[src/rtl/kalman_gain_unit_if.sv]
// kalman_gain_unit_if
// Bundles every bus that the Kalman gain unit touches. It does not carry the
// scalar clock or reset.
//   Operand stream : p_in, r_in, in_valid -> / <- in_ready
//   Result stream  : k_out, k_valid, err_div0, err_timeout -> / <- k_ready
//   Status         : busy
//   Adder IP       : add_a/add_b operands out, add_res result in (tvalid only)
//   Divider IP     : div_a/div_b operands out, div_res result in (tvalid only)
// The slave modport is the gain unit's view. The master modport is the view of
// the surrounding system: the producer, the consumer and the two IPs.
interface kalman_gain_unit_if;
  logic [31:0] p_in;
  logic [31:0] r_in;
  logic        in_valid;
  logic        in_ready;

  logic [31:0] k_out;
  logic        k_valid;
  logic        k_ready;
  logic        err_div0;
  logic        err_timeout;
  logic        busy;

  logic [31:0] add_a_tdata;
  logic        add_a_tvalid;
  logic [31:0] add_b_tdata;
  logic        add_b_tvalid;
  logic [31:0] add_res_tdata;
  logic        add_res_tvalid;

  logic [31:0] div_a_tdata;
  logic        div_a_tvalid;
  logic [31:0] div_b_tdata;
  logic        div_b_tvalid;
  logic [31:0] div_res_tdata;
  logic        div_res_tvalid;

  modport slave (
    input  p_in, r_in, in_valid, k_ready,
    input  add_res_tdata, add_res_tvalid, div_res_tdata, div_res_tvalid,
    output in_ready, k_out, k_valid, err_div0, err_timeout, busy,
    output add_a_tdata, add_a_tvalid, add_b_tdata, add_b_tvalid,
    output div_a_tdata, div_a_tvalid, div_b_tdata, div_b_tvalid
  );

  modport master (
    output p_in, r_in, in_valid, k_ready,
    output add_res_tdata, add_res_tvalid, div_res_tdata, div_res_tvalid,
    input  in_ready, k_out, k_valid, err_div0, err_timeout, busy,
    input  add_a_tdata, add_a_tvalid, add_b_tdata, add_b_tvalid,
    input  div_a_tdata, div_a_tvalid, div_b_tdata, div_b_tvalid
  );
endinterface

[src/rtl/kalman_gain_unit.sv]
// kalman_gain_unit
// Computes the scalar Kalman gain k = P / (P + R) in float32. It does this by
// sequencing one external adder IP and one external divider IP. Both IPs are
// tvalid-only streams with no backpressure.
// Ports:
//   clock : rising-edge clock
//   reset : asynchronous, active-low reset
//   bus   : kalman_gain_unit_if.slave
//           - operand handshake: p_in/r_in/in_valid/in_ready
//           - result handshake: k_out/k_valid/k_ready
//           - flags: err_div0, err_timeout, busy
//           - adder and divider IP streams
// Only one transaction is in flight at a time. A P+R that is zero, denormal or
// negative short-circuits to k=0 with err_div0 set. An IP that stays silent for
// TIMEOUT_CYCLES wait cycles aborts the operation with k=0 and err_timeout set.
module kalman_gain_unit #(
  parameter int unsigned TIMEOUT_CYCLES  = 64,
  parameter logic [7:0]  ZERO_EXP_THRESH = 8'h00
) (
  input logic             clock,
  input logic             reset,
  kalman_gain_unit_if.slave bus
);

  localparam int unsigned     CNT_W    = (TIMEOUT_CYCLES > 2) ? $clog2(TIMEOUT_CYCLES) : 1;
  localparam logic [CNT_W-1:0] CNT_LAST = CNT_W'(TIMEOUT_CYCLES - 1);

  typedef enum logic [2:0] {
    IDLE,
    ADD_ISSUE,
    ADD_WAIT,
    DIV_ISSUE,
    DIV_WAIT,
    DONE
  } state_t;

  state_t           state_q, state_d;
  logic [31:0]      p_q, p_d;
  logic [31:0]      r_q, r_d;
  logic [31:0]      sum_q, sum_d;
  logic [31:0]      k_q, k_d;
  logic             err_div0_q, err_div0_d;
  logic             err_timeout_q, err_timeout_d;
  logic [CNT_W-1:0] cnt_q, cnt_d;

  logic add_issue;
  logic div_issue;
  logic sum_unusable;
  logic timeout_hit;

  // The denominator is judged on the incoming adder word. This lets the branch
  // to DONE or DIV_ISSUE happen in the same cycle that sum_q captures it.
  assign sum_unusable = (bus.add_res_tdata[30:23] <= ZERO_EXP_THRESH) ||
                        bus.add_res_tdata[31];
  assign timeout_hit  = (cnt_q == CNT_LAST);

  always_ff @(posedge clock or negedge reset) begin
    if (!reset) begin
      state_q       <= IDLE;
      p_q           <= '0;
      r_q           <= '0;
      sum_q         <= '0;
      k_q           <= '0;
      err_div0_q    <= 1'b0;
      err_timeout_q <= 1'b0;
      cnt_q         <= '0;
    end else begin
      state_q       <= state_d;
      p_q           <= p_d;
      r_q           <= r_d;
      sum_q         <= sum_d;
      k_q           <= k_d;
      err_div0_q    <= err_div0_d;
      err_timeout_q <= err_timeout_d;
      cnt_q         <= cnt_d;
    end
  end

  // k_q and the error flags change only when an input is accepted or when
  // DONE is entered. They therefore stay valid for the consumer after the
  // handshake completes.
  always_comb begin
    state_d       = state_q;
    p_d           = p_q;
    r_d           = r_q;
    sum_d         = sum_q;
    k_d           = k_q;
    err_div0_d    = err_div0_q;
    err_timeout_d = err_timeout_q;
    cnt_d         = cnt_q;
    add_issue     = 1'b0;
    div_issue     = 1'b0;

    case (state_q)
      IDLE: begin
        if (bus.in_valid) begin
          p_d           = bus.p_in;
          r_d           = bus.r_in;
          err_div0_d    = 1'b0;
          err_timeout_d = 1'b0;
          state_d       = ADD_ISSUE;
        end
      end

      ADD_ISSUE: begin
        add_issue = 1'b1;
        cnt_d     = '0;
        state_d   = ADD_WAIT;
      end

      ADD_WAIT: begin
        if (bus.add_res_tvalid) begin
          sum_d = bus.add_res_tdata;
          if (sum_unusable) begin
            k_d        = '0;
            err_div0_d = 1'b1;
            state_d    = DONE;
          end else begin
            state_d = DIV_ISSUE;
          end
        end else if (timeout_hit) begin
          k_d           = '0;
          err_timeout_d = 1'b1;
          state_d       = DONE;
        end else begin
          cnt_d = cnt_q + CNT_W'(1);
        end
      end

      DIV_ISSUE: begin
        div_issue = 1'b1;
        cnt_d     = '0;
        state_d   = DIV_WAIT;
      end

      DIV_WAIT: begin
        if (bus.div_res_tvalid) begin
          k_d     = bus.div_res_tdata;
          state_d = DONE;
        end else if (timeout_hit) begin
          k_d           = '0;
          err_timeout_d = 1'b1;
          state_d       = DONE;
        end else begin
          cnt_d = cnt_q + CNT_W'(1);
        end
      end

      DONE: begin
        if (bus.k_ready) begin
          state_d = IDLE;
        end
      end

      default: begin
        state_d = IDLE;
      end
    endcase
  end

  assign bus.in_ready     = (state_q == IDLE);
  assign bus.k_valid      = (state_q == DONE);
  assign bus.busy         = (state_q != IDLE);
  assign bus.k_out        = k_q;
  assign bus.err_div0     = err_div0_q;
  assign bus.err_timeout  = err_timeout_q;

  assign bus.add_a_tdata  = p_q;
  assign bus.add_b_tdata  = r_q;
  assign bus.add_a_tvalid = add_issue;
  assign bus.add_b_tvalid = add_issue;

  assign bus.div_a_tdata  = p_q;
  assign bus.div_b_tdata  = sum_q;
  assign bus.div_a_tvalid = div_issue;
  assign bus.div_b_tvalid = div_issue;

endmodule

[src/flat_wrapper.sv]
// flat-port wrapper written by rule: the top's interface ports become plain ports
module kalman_gain_unit_flat 
#(
  parameter int unsigned TIMEOUT_CYCLES  = 64,
  parameter logic [7:0]  ZERO_EXP_THRESH = 8'h00
)
  (clock, reset, bus_p_in, bus_r_in, bus_in_valid, bus_k_ready, bus_add_res_tdata, bus_add_res_tvalid, bus_div_res_tdata, bus_div_res_tvalid, bus_in_ready, bus_k_out, bus_k_valid, bus_err_div0, bus_err_timeout, bus_busy, bus_add_a_tdata, bus_add_a_tvalid, bus_add_b_tdata, bus_add_b_tvalid, bus_div_a_tdata, bus_div_a_tvalid, bus_div_b_tdata, bus_div_b_tvalid);
  kalman_gain_unit_if bus_i ();
  input logic clock;
  input logic reset;
  input wire logic [$bits(bus_i.p_in)-1:0] bus_p_in;
  input wire logic [$bits(bus_i.r_in)-1:0] bus_r_in;
  input wire logic [$bits(bus_i.in_valid)-1:0] bus_in_valid;
  input wire logic [$bits(bus_i.k_ready)-1:0] bus_k_ready;
  input wire logic [$bits(bus_i.add_res_tdata)-1:0] bus_add_res_tdata;
  input wire logic [$bits(bus_i.add_res_tvalid)-1:0] bus_add_res_tvalid;
  input wire logic [$bits(bus_i.div_res_tdata)-1:0] bus_div_res_tdata;
  input wire logic [$bits(bus_i.div_res_tvalid)-1:0] bus_div_res_tvalid;
  output wire logic [$bits(bus_i.in_ready)-1:0] bus_in_ready;
  output wire logic [$bits(bus_i.k_out)-1:0] bus_k_out;
  output wire logic [$bits(bus_i.k_valid)-1:0] bus_k_valid;
  output wire logic [$bits(bus_i.err_div0)-1:0] bus_err_div0;
  output wire logic [$bits(bus_i.err_timeout)-1:0] bus_err_timeout;
  output wire logic [$bits(bus_i.busy)-1:0] bus_busy;
  output wire logic [$bits(bus_i.add_a_tdata)-1:0] bus_add_a_tdata;
  output wire logic [$bits(bus_i.add_a_tvalid)-1:0] bus_add_a_tvalid;
  output wire logic [$bits(bus_i.add_b_tdata)-1:0] bus_add_b_tdata;
  output wire logic [$bits(bus_i.add_b_tvalid)-1:0] bus_add_b_tvalid;
  output wire logic [$bits(bus_i.div_a_tdata)-1:0] bus_div_a_tdata;
  output wire logic [$bits(bus_i.div_a_tvalid)-1:0] bus_div_a_tvalid;
  output wire logic [$bits(bus_i.div_b_tdata)-1:0] bus_div_b_tdata;
  output wire logic [$bits(bus_i.div_b_tvalid)-1:0] bus_div_b_tvalid;
  assign bus_i.p_in = bus_p_in;
  assign bus_i.r_in = bus_r_in;
  assign bus_i.in_valid = bus_in_valid;
  assign bus_i.k_ready = bus_k_ready;
  assign bus_i.add_res_tdata = bus_add_res_tdata;
  assign bus_i.add_res_tvalid = bus_add_res_tvalid;
  assign bus_i.div_res_tdata = bus_div_res_tdata;
  assign bus_i.div_res_tvalid = bus_div_res_tvalid;
  assign bus_in_ready = bus_i.in_ready;
  assign bus_k_out = bus_i.k_out;
  assign bus_k_valid = bus_i.k_valid;
  assign bus_err_div0 = bus_i.err_div0;
  assign bus_err_timeout = bus_i.err_timeout;
  assign bus_busy = bus_i.busy;
  assign bus_add_a_tdata = bus_i.add_a_tdata;
  assign bus_add_a_tvalid = bus_i.add_a_tvalid;
  assign bus_add_b_tdata = bus_i.add_b_tdata;
  assign bus_add_b_tvalid = bus_i.add_b_tvalid;
  assign bus_div_a_tdata = bus_i.div_a_tdata;
  assign bus_div_a_tvalid = bus_i.div_a_tvalid;
  assign bus_div_b_tdata = bus_i.div_b_tdata;
  assign bus_div_b_tvalid = bus_i.div_b_tvalid;
  kalman_gain_unit #(.TIMEOUT_CYCLES(TIMEOUT_CYCLES), .ZERO_EXP_THRESH(ZERO_EXP_THRESH)) u_core (.clock(clock), .reset(reset), .bus(bus_i));
endmodule
[config.mk]
export PLATFORM = sky130hd
export DESIGN_NAME = kalman_gain_unit_flat
export DESIGN_NICKNAME = d
export VERILOG_FILES = /design/src/rtl/kalman_gain_unit_if.sv /design/src/rtl/kalman_gain_unit.sv /design/src/flat_wrapper.sv
export SDC_FILE = /design/constraint.sdc
export NUM_CORES = 1
export LEC_CHECK = 0
export ABC_AREA = 1
export ABC_CLOCK_PERIOD_IN_PS = 2000
export CAP_MARGIN = 20
export CORE_MARGIN = 10
export CORE_UTILIZATION = 41
export CTS_BUF_LIST = sky130_fd_sc_hd__clkbuf_16
export DETAILED_ROUTE_END_ITERATION = 10
export GPL_TIMING_DRIVEN = 0
export HOLD_SLACK_MARGIN = 0.05
export PLACE_DENSITY_LB_ADDON = 0.12
export RECOVER_POWER = 50
export SETUP_SLACK_MARGIN = 0.4
export SLEW_MARGIN = 20
export SYNTH_ARGS = -nofsm -noshare
export SYNTH_HDL_FRONTEND = slang
export SYNTH_SLANG_ARGS = --single-unit
export TNS_END_PERCENT = 20
[constraint.sdc]
create_clock -name clock -period 2 [get_ports clock]
set_clock_uncertainty 0.2 [all_clocks]
set_input_delay 0.2 -clock clock [delete_from_list [all_inputs] [get_ports clock]]
set_output_delay 0.2 -clock clock [all_outputs]
set_load 0.02 [all_outputs]
==> run metrics <==
Setup TNS 0 ps; worst setup margin between 100 and 150 ps; DIE HEIGHT 142 um; Hold Slack about 91 ps; Post-synth ARST share 100%; r2r endpoint u_core.bus.k_out[7]; CP max stage delay about 470 ps; I/O Buffers around 300; Required @ worst endpoint around 2100 ps; DRC 0; DPL Wire Length between 15000 and 20000 um; Worst Path Class, Setup reg -> reg; CTS Buffer Depth 2; stages on the worst setup path 9; CP max stage cell dfrtp_1; RSZ-0062 raised after global routing yes; arrival time worst endpoint approximately 2000 ps; Area growth syn-to-layout 71.2%; GPL Wtd Cong 0.803; GRT Util Overall between 20% and 30%; antenna cell count 0; Rel. slew slack 47.5%; die area a little over 0.02 mm2; clock-pin slew of the registers on the worst-case setup and hold paths about 60 ps; Max-Cap Viols 0; antenna violations before repair 1; Post-synth top flop dfrtp_1; via count approximately 6000; dpl ws -172 ps; post-route ant nets 0; status complete, no violations; Syn Nets 876; Leak 5.28 nW; peak supply drop 0.873 mV; top-count cell post-synth nand2_1; Ys Warns 0; Rows 44; H-tree depth 4; Final Hold Fails 0; CP top delay family simple AND/OR/NAND/NOR gates; final period utilization 94.8%; first-pass GRT wire length 33400 um; Crit. Startpoint u_core.state_q[2]; Max FO, Critical Path 6; initial core utilization a little over two fifths; number of flops mapped to enable cells by yosys 0; Synth cell types 24; WL final 22800 um; Placed Cells about 1200; #FFs+latches synth between 100 and 150; fraction of layout cells with a size suffix above 1 roughly 18%; setup violators final 0; startpoint types flip-flop; shortest period the worst path allows 1900 ps; nets ~1200; Setup crit end kind flip-flop; Finished Layout Cells roughly 1300; cells taking the most area after synthesis dfrtp_1 57%, nand2_1 25%, buf_4 4.5%; worst hold path type in -> async; root buf cell clkbuf_16; top-area cell type share of the netlist area roughly 57%; commonest cells in the netlist 413 x nand2_1, 139 x dfrtp_1, 37 x buf_4, 36 x inv_1, 22 x nand3_1; r2r startpoint u_core.state_q[2]; Die Width 142 um; Skew-Pair Late Insertion Delay a little over 400 ps; Tightest Pin Transition between 700 and 800 ps; Reg2Reg Depth 9; setup slack, reg-to-reg between 100 and 150 ps; I/O pins between 300 and 400; Critical Path, Cell by Cell nor2_4, buf_6, nand3_4, nor2_2, nand2_2, nand2_4, buf_6, clkbuf_16, o21ai_1; pwr/cell area roughly 1700 mW/mm2; CTS tree built; Buf/Inv on CP 3; CTS sink cnt between 100 and 150; DR WL/cell 17.5 um; highest clock rate between 500 and 600 MHz; Pins Over Slew Limit 0; worst setup path endpoint u_core.bus.k_out[7]; GR Overflow Total 0; 1st-iter DRT viols 363; cell mode on critical path buf_6; core area 0.0146 mm2; Avg Inst Size Synth about 8.3 um2; DRT Pass-1 Iters 4; Netlist Area Pre-Place 0.00615 mm2; synthesized instance count between 700 and 800; CTS Buf Count 17; number of vias per cell between 4 and 5; sequential area share after synthesis a little under three fifths; cell taking the most area after synthesis dfrtp_1; largest net degree at the start of global routing 85; number of global-route vias before repair 6005
-- power by group --
part           switching [W]  leakage [nW]  internal (W)  total [W]
Sequential          0.000787          1.77       0.00404    0.00483
Clock                0.00115         0.284       0.00179    0.00293
Combinational        0.00521          3.23       0.00460    0.00981
-- state kept, by name, summed over array words and instances, names as in the netlist --
register and flops:
u_core.bus.add_a_tdata 32, u_core.bus.add_b_tdata 32, u_core.bus.div_b_tdata 32, u_core.bus.k_out 32, u_core.cnt_q 6, u_core.state_q 3, u_core.bus.err_div0 1, u_core.bus.err_timeout 1
-- stage by stage --
step           cell area [um2]  power, W  utilization, %
2_1_floorplan             6150   0.00934               -
3_5_place_dp              9440    0.0137            64.7
6_report                 10500    0.0176            72.1
3_3_place_gp              9410    0.0136            64.5
5_1_grt                  10500    0.0187            72.1
4_1_cts                  10200    0.0171            70.2
-- what timing repair did --
item	4_1_cts	5_1_grt
cloned	1	5
buffers inserted	26	15
hold buffers	1	0
pin swaps	7	24
endpoints found under the hold margin	139	0
endpoints found under the setup margin	298	281
gates resized for setup	223	88
-- layout by cell type (no fill, tap or decap), types with 2 or more instances in the layout --
cell,synthesis,layout
a21oi_1,4,4
buf_2,14,6
buf_4,37,62
buf_6,9,33
buf_8,0,5
bufinv_16,0,2
clkbuf_1,5,30
clkbuf_16,0,19
clkbuf_2,0,3
clkdlybuf4s25_1,0,12
clkdlybuf4s50_1,0,246
clkinv_1,0,2
clkinv_2,0,3
clkinvlp_4,0,2
dfrtp_1,139,139
dlygate4sd2_1,0,13
inv_1,36,35
inv_2,2,5
inv_4,0,2
nand2_1,413,390
nand2_2,5,23
nand2_4,0,5
nand3_1,22,20
nand3_4,1,3
nor2_1,12,9
nor2_2,4,3
nor2_4,2,6
o21ai_0,7,4
o21ai_1,10,5
o21ai_2,0,8
o21bai_1,11,11
xor2_1,3,3
-- final cells by class --
cell class                 instances  area, um2
fill                            1189       4070
multi-input combinational        499       2240
buffer                            65        520
sequential                       139       3480
clock buffer                      17        425
inverter                          38        151
timing repair buffer             351       3360
clock inverter                    14        118
tap                              184        230
-- routing by layer --
metal	routed length, um	track usage, %	up-vias
met5	12	0	-
met4	482	7.29	2
met3	2510	9.48	31
met2	11200	34.6	267
met1	8640	23.6	2775
li1	-	-	2957
-- how the worst min path moves through the flow --
stage	endpoint	slack [ps]	cells past startpoint
2_1_floorplan	u_core.bus.add_a_tdata[0]	-300	0
3_3_place_gp	u_core.bus.add_b_tdata[15]	250	2
3_5_place_dp	u_core.bus.div_b_tdata[21]	-50	1
4_1_cts	u_core.bus.div_b_tdata[21]	100	2
5_1_grt	u_core.bus.add_b_tdata[7]	110	3
6_report	u_core.bus.add_b_tdata[26]	90	2
-- kinds of logic after synthesis --
family | share of synthesized area (%)
and+or+nand+nor | 29.7
DFF | 56.6
buffers and inverters | 9.93
AOI/OAI and AO/OA | 3.05
xor gates and xnor gates | 0.570
adders and majority gates | 0.204
(Power assumes the default switching activity.)
